===== src/rtl/circle_raster_engine.sv =====
`default_nettype none
// ============================================================================
// Module      : circle_raster_engine
// Description : Midpoint-circle rasteriser. It emits one candidate pixel per
//               cycle in outline or filled mode and clips off-screen pixels
//               by dropping vga_plot. Clipping does not change the timing.
// Revision    : 1.0 - initial release
// ============================================================================
module circle_raster_engine #(
    parameter int X_W      = 8,
    parameter int Y_W      = 7,
    parameter int SCREEN_W = 160,
    parameter int SCREEN_H = 120,
    parameter int R_W      = 7,
    parameter int COLOUR_W = 3
) (
    input  logic                clk,
    input  logic                reset,
    input  logic                start,
    input  logic [X_W-1:0]      centre_x,
    input  logic [Y_W-1:0]      centre_y,
    input  logic [R_W-1:0]      radius,
    input  logic [COLOUR_W-1:0] colour_in,
    input  logic                fill,
    output logic                busy,
    output logic                done,
    output logic [X_W-1:0]      vga_x,
    output logic [Y_W-1:0]      vga_y,
    output logic [COLOUR_W-1:0] vga_colour,
    output logic                vga_plot
);

    localparam logic [2:0] c_idle   = 3'd0;
    localparam logic [2:0] c_init   = 3'd1;
    localparam logic [2:0] c_plot   = 3'd2;
    localparam logic [2:0] c_update = 3'd3;
    localparam logic [2:0] c_done   = 3'd4;

    localparam logic        [X_W+1:0] c_scr_w = SCREEN_W[X_W+1:0];
    localparam logic        [Y_W+1:0] c_scr_h = SCREEN_H[Y_W+1:0];
    localparam logic signed [R_W:0]   c_one_o = 1;
    localparam logic signed [R_W+2:0] c_one_c = 1;

    logic [2:0]               r_state;
    logic [X_W-1:0]           r_cx;
    logic [Y_W-1:0]           r_cy;
    logic [R_W-1:0]           r_r;
    logic [COLOUR_W-1:0]      r_colour;
    logic                     r_fill;
    logic signed [R_W:0]      r_ox;
    logic signed [R_W:0]      r_oy;
    logic signed [R_W+2:0]    r_crit;
    logic [2:0]               r_sub;   // octant index (outline) or span index (fill)
    logic signed [R_W:0]      r_dx;    // running x offset inside a fill span

    logic signed [R_W:0]      w_off_x;
    logic signed [R_W:0]      w_off_y;
    logic signed [R_W:0]      w_sel_x;
    logic signed [R_W:0]      w_sel_y;
    logic                     w_neg_x;
    logic                     w_neg_y;
    logic signed [X_W+1:0]    w_x;
    logic signed [Y_W+1:0]    w_y;
    logic                     w_x_on;
    logic                     w_y_on;
    logic signed [R_W:0]      w_span_w;
    logic signed [R_W:0]      w_next_w;
    logic                     w_span_end;
    logic signed [R_W:0]      w_oy_n;
    logic signed [R_W:0]      w_ox_n;
    logic                     w_dec;
    logic signed [R_W+2:0]    w_oy_c;
    logic signed [R_W+2:0]    w_ox_c;
    logic signed [R_W+2:0]    w_diff;
    logic signed [R_W+2:0]    w_crit_n;
    logic                     w_fin;

    // Offset selection for the current candidate pixel, then signed coordinates and clipping
    always_comb begin
        if (r_fill) begin
            w_sel_x = r_dx;
            w_neg_x = 1'b0;
            w_sel_y = r_sub[1] ? r_ox : r_oy;
            w_neg_y = r_sub[0];
        end else begin
            w_sel_x = r_sub[0] ? r_oy : r_ox;
            w_neg_x = r_sub[2] ^ r_sub[1];
            w_sel_y = r_sub[0] ? r_ox : r_oy;
            w_neg_y = r_sub[2];
        end
        w_off_x = w_neg_x ? -w_sel_x : w_sel_x;
        w_off_y = w_neg_y ? -w_sel_y : w_sel_y;
        w_x = {2'b00, r_cx} + {{(X_W+1-R_W){w_off_x[R_W]}}, w_off_x};
        w_y = {2'b00, r_cy} + {{(Y_W+1-R_W){w_off_y[R_W]}}, w_off_y};
        w_x_on = !w_x[X_W+1] && ({1'b0, w_x[X_W:0]} < c_scr_w);
        w_y_on = !w_y[Y_W+1] && ({1'b0, w_y[Y_W:0]} < c_scr_h);
    end

    // Fill span bookkeeping: spans 0/1 are ox wide, spans 2/3 are oy wide
    always_comb begin
        w_span_w   = r_sub[1] ? r_oy : r_ox;
        w_next_w   = (r_sub[1:0] == 2'd0) ? r_ox : r_oy;
        w_span_end = (r_dx == w_span_w);
    end

    // Midpoint step: advance oy, maybe retreat ox, update the decision term with the new values
    always_comb begin
        w_dec    = !(r_crit[R_W+2] || (r_crit == '0));
        w_oy_n   = r_oy + c_one_o;
        w_ox_n   = w_dec ? (r_ox - c_one_o) : r_ox;
        w_oy_c   = {{2{w_oy_n[R_W]}}, w_oy_n};
        w_ox_c   = {{2{w_ox_n[R_W]}}, w_ox_n};
        w_diff   = w_dec ? (w_oy_c - w_ox_c) : w_oy_c;
        w_crit_n = r_crit + w_diff + w_diff + c_one_c;
        w_fin    = (w_oy_n > w_ox_n);
    end

    // Control FSM and datapath registers
    always_ff @(posedge clk or posedge reset) begin
        if (reset) begin
            r_state  <= c_idle;
            r_cx     <= '0;
            r_cy     <= '0;
            r_r      <= '0;
            r_colour <= '0;
            r_fill   <= 1'b0;
            r_ox     <= '0;
            r_oy     <= '0;
            r_crit   <= '0;
            r_sub    <= '0;
            r_dx     <= '0;
        end else begin
            case (r_state)
                c_idle: begin
                    if (start) begin
                        r_cx     <= centre_x;
                        r_cy     <= centre_y;
                        r_r      <= radius;
                        r_colour <= colour_in;
                        r_fill   <= fill;
                        r_state  <= c_init;
                    end
                end
                c_init: begin
                    r_ox    <= {1'b0, r_r};
                    r_oy    <= '0;
                    r_crit  <= c_one_c - {3'b000, r_r};
                    r_dx    <= -{1'b0, r_r};
                    r_sub   <= '0;
                    r_state <= c_plot;
                end
                c_plot: begin
                    if (!r_fill) begin
                        r_sub <= r_sub + 3'd1;
                        if (r_sub == 3'd7) begin
                            r_state <= c_update;
                        end
                    end else if (w_span_end) begin
                        if (r_sub[1:0] == 2'd3) begin
                            r_state <= c_update;
                        end else begin
                            r_sub <= r_sub + 3'd1;
                            r_dx  <= -w_next_w;
                        end
                    end else begin
                        r_dx <= r_dx + c_one_o;
                    end
                end
                c_update: begin
                    r_oy    <= w_oy_n;
                    r_ox    <= w_ox_n;
                    r_crit  <= w_crit_n;
                    r_sub   <= '0;
                    r_dx    <= -w_ox_n;
                    r_state <= w_fin ? c_done : c_plot;
                end
                c_done: begin
                    r_state <= c_idle;
                end
                default: begin
                    r_state <= c_idle;
                end
            endcase
        end
    end

    // Output decode from state and registers
    always_comb begin
        busy       = (r_state != c_idle);
        done       = (r_state == c_done);
        vga_colour = r_colour;
        vga_plot   = (r_state == c_plot) && w_x_on && w_y_on;
        vga_x      = (r_state == c_plot) ? w_x[X_W-1:0] : '0;
        vga_y      = (r_state == c_plot) ? w_y[Y_W-1:0] : '0;
    end

endmodule
`default_nettype wire

===== config.mk =====
export PLATFORM = sky130hd
export DESIGN_NAME = circle_raster_engine
export DESIGN_NICKNAME = d
export VERILOG_FILES = /design/src/rtl/circle_raster_engine.sv
export SDC_FILE = /design/constraint.sdc
export NUM_CORES = 1
export LEC_CHECK = 0
export BUFFER_PORTS_ARGS = -buffer_cell sky130_fd_sc_hd__buf_2
export CAP_MARGIN = 5
export CORE_ASPECT_RATIO = 1.75
export CORE_MARGIN = 2
export CORE_UTILIZATION = 30
export DETAILED_ROUTE_END_ITERATION = 16
export GPL_ROUTABILITY_DRIVEN = 0
export REMOVE_ABC_BUFFERS = 1
export SLEW_MARGIN = 10
export SYNTH_ARGS = -nofsm -noshare
export SYNTH_HDL_FRONTEND = slang
export SYNTH_SLANG_ARGS = --single-unit

===== constraint.sdc =====
create_clock -name clk -period 11.7 [get_ports clk]
set_input_delay 1.17 -clock clk [delete_from_list [all_inputs] [get_ports clk]]
set_output_delay 1.17 -clock clk [all_outputs]
set_load 0.005 [all_outputs]

==> results.cfg <==
[floorplan]
die_x_um = 114
core-area_mm2 = 0.0208
dieArea_mm2 = 0.0223
start_util_pct = 30.4
die_h_um = 196
rows = 70
io-pin-count = 50

[timing]
finalSetupViolCount = 0
max_slew_margin_pct = 38.8
tns_ns = 0
clock_skew_ns = 0.0104
slew_viol_final = 0
rsz0062_at_grt = false
tightest_slew_ns = 0.919
post-route-period-util_pct = 45.6
max_freq_mhz = 188
min_period_ns = 5.33
whs_ns = 0.501
hold_viol_final = 0

[yosys]
synth_top_flop_cell = dfrtp_1
seq_area_frac_synth_pct = 26.1
ys_warn_count = 0
ys_types = 68
async_flop_share_pct = 100
ys_seq_elements = 66
syn_avg_cell_area_um2 = 8.41
yosys-top-cells-count = dfrtp_1 (66), nand2_1 (66), nor2_1 (63)
synth_area_leader_cell = dfrtp_1
synthCells = 751
syn_area_mm2 = 0.00632
synth_edf_count = 0
synthTopCellsByArea = dfrtp_1 (26%), ha_1 (8.7%), xnor2_1 (7.2%), mux2i_1 (6.7%), mux2_2 (4.5%)
yosys.area.top_type_share_pct = 26.1

[worst_setup_path]
critical_path_arrival_ns = 4.16
r2r_slack_ns = 7.20
setup.worst_path.end_class = output port
critPathLaunchType = flop
cp.required_ns = 10.53
crit_fanout = 13
path_class = reg -> out

[routing]
post-route-drc-count = 0
wl_per_cell_um = 17.5
drt-initial-drc-count = 309
drt-vias-per-instance = 5.25
vias = 5412
firstDrtPassIters = 6
routed_wl_mm = 18.1
ant_nets = 0

[final_layout]
area.sequential_mm2 = 0.00165
drive_above_1_share_pct = 14.3
syn_to_final_growth_pct = 11.8
nets = 850
n_fill_cell = 2163
multi_input_area_mm2 = 0.00438
n_antenna_cell = 0

[grt]
grt.overflow.total = 0
antenna_found_initial = 0
grt_pass1_wl_mm = 28.8
grt_max_degree = 67
grt_pass1_vias = 5449
track_usage_pct = 16.7

[clocking]
postCtsHoldBufs = 0
root_buffer = clkbuf_16
cts_buffer_depth = 2
cts.clk_slew.worst_paths_ns = 0.06
cts.htree.levels = 3
clk_latency_ns = 0.35
clock_sinks = 66
cts_resized = 0
cts_setup_buffers = 0
cts_tree = built
cts_made_buffers = 9

[placed_design]
dp_hpwl_mm = 13.9
port-buffer-count = 49

[job]
cap_violations = 0

[status]
outcome = complete, no violations

[hold_path]
worstHoldPathType = reg -> reg
cell families (layout without fill, tap and decap cells):
family | Yosys count | count (layout) | share of synthesized area [%]
XOR/XNOR | 86 | 86 | 12.3
AO/OA/AOI/OAI | 168 | 168 | 16.8
buffers and inverters | 78 | 105 | 4.69
flip-flops | 66 | 66 | 26.1
adder cells (fa/ha/maj) | 48 | 48 | 9.98
AND/OR/NAND/NOR | 235 | 235 | 18.4
multiplexers | 70 | 70 | 11.7
placed cells by master (no fill, tap or decap), types with 10 or more instances in the layout:
| master | instances |
|---|---|
| a21o_1 | 10 |
| a21oi_1 | 49 |
| and2_1 | 13 |
| buf_2 | 49 |
| dfrtp_1 | 66 |
| ha_1 | 44 |
| inv_1 | 31 |
| mux2_2 | 25 |
| mux2i_1 | 42 |
| nand2_1 | 66 |
| nand2b_1 | 10 |
| nand3_1 | 18 |
| nor2_1 | 62 |
| nor2b_1 | 12 |
| nor3_1 | 19 |
| o21ai_0 | 49 |
| xnor2_1 | 52 |
| xor2_1 | 32 |
registers in the layout, summed over array words and instances, names as in the netlist:
name        cells
r_crit         10
r_cx            8
r_cy            7
r_dx            8
r_fill          1
r_ox            8
r_oy            8
r_r             7
r_state         3
r_sub           3
vga_colour      3
path summary, 6_finish.rpt:
| kind | start | endpoint | depth (start not counted) |
|---|---|---|---|
| worst max-delay path | r_sub[0] | vga_plot | 14 |
| worst min-delay path | vga_colour[0] | vga_colour[0] | 1 |
| worst max register to register | r_crit[3] | r_crit[9] | 15 |
| worst min register to register | vga_colour[0] | vga_colour[0] | 1 |
| max in group asynchronous | reset | r_oy[6] | 3 |
| min in group asynchronous | reset | r_fill | 3 |
critical path, stage by stage, from the launching register on:
cell       delay [ns]
dfrtp_1          0.65
mux2_2           0.39
mux2i_1          0.23
ha_1             0.24
nor2_1           0.07
xnor2_1          0.12
ha_1             0.31
nor2b_1          0.16
o21a_1           0.18
o21ai_0          0.41
a2111oi_0        0.24
or3_1            0.38
mux2i_1          0.13
o2111a_1         0.19
buf_2            0.11
metrics by stage:
stage | area, µm² | setup WS (ns) | cells | utilization, %
after floorplan | 6140 | 6.83 | 706 | -
after global placement | 6760 | 6.81 | 1014 | 32.6
after detailed placement | 6760 | 6.79 | 1014 | 32.6
after CTS | 7060 | 6.38 | 1030 | 34.0
after global routing | 7060 | 6.01 | 1030 | 34.0
final | 7060 | 6.37 | 1030 | 34.0
layer usage:
layer	wire length (µm)	part of all wire [%]	GRT usage [%]	vias to the layer above
met3	462	2.6	1.76	42
met2	9990	55	32.3	130
met1	6690	37	17.1	2567
met4	921	5.1	9.03	0
met5	0	0	0	-
li1	-	-	-	2673
cell type report:
type / instances / share of cell area, %
multi-input combinational: 607 / 62.0
clock inverter: 4 / 0.726
clock buffer: 12 / 3.49
tap: 252 / 4.46
sequential: 66 / 23.4
timing repair buffer: 56 / 4.22
inverter: 33 / 1.75
Power is not shown: default switching activity piles up to over one toggle a cycle in this logic, so the estimate is an artifact.
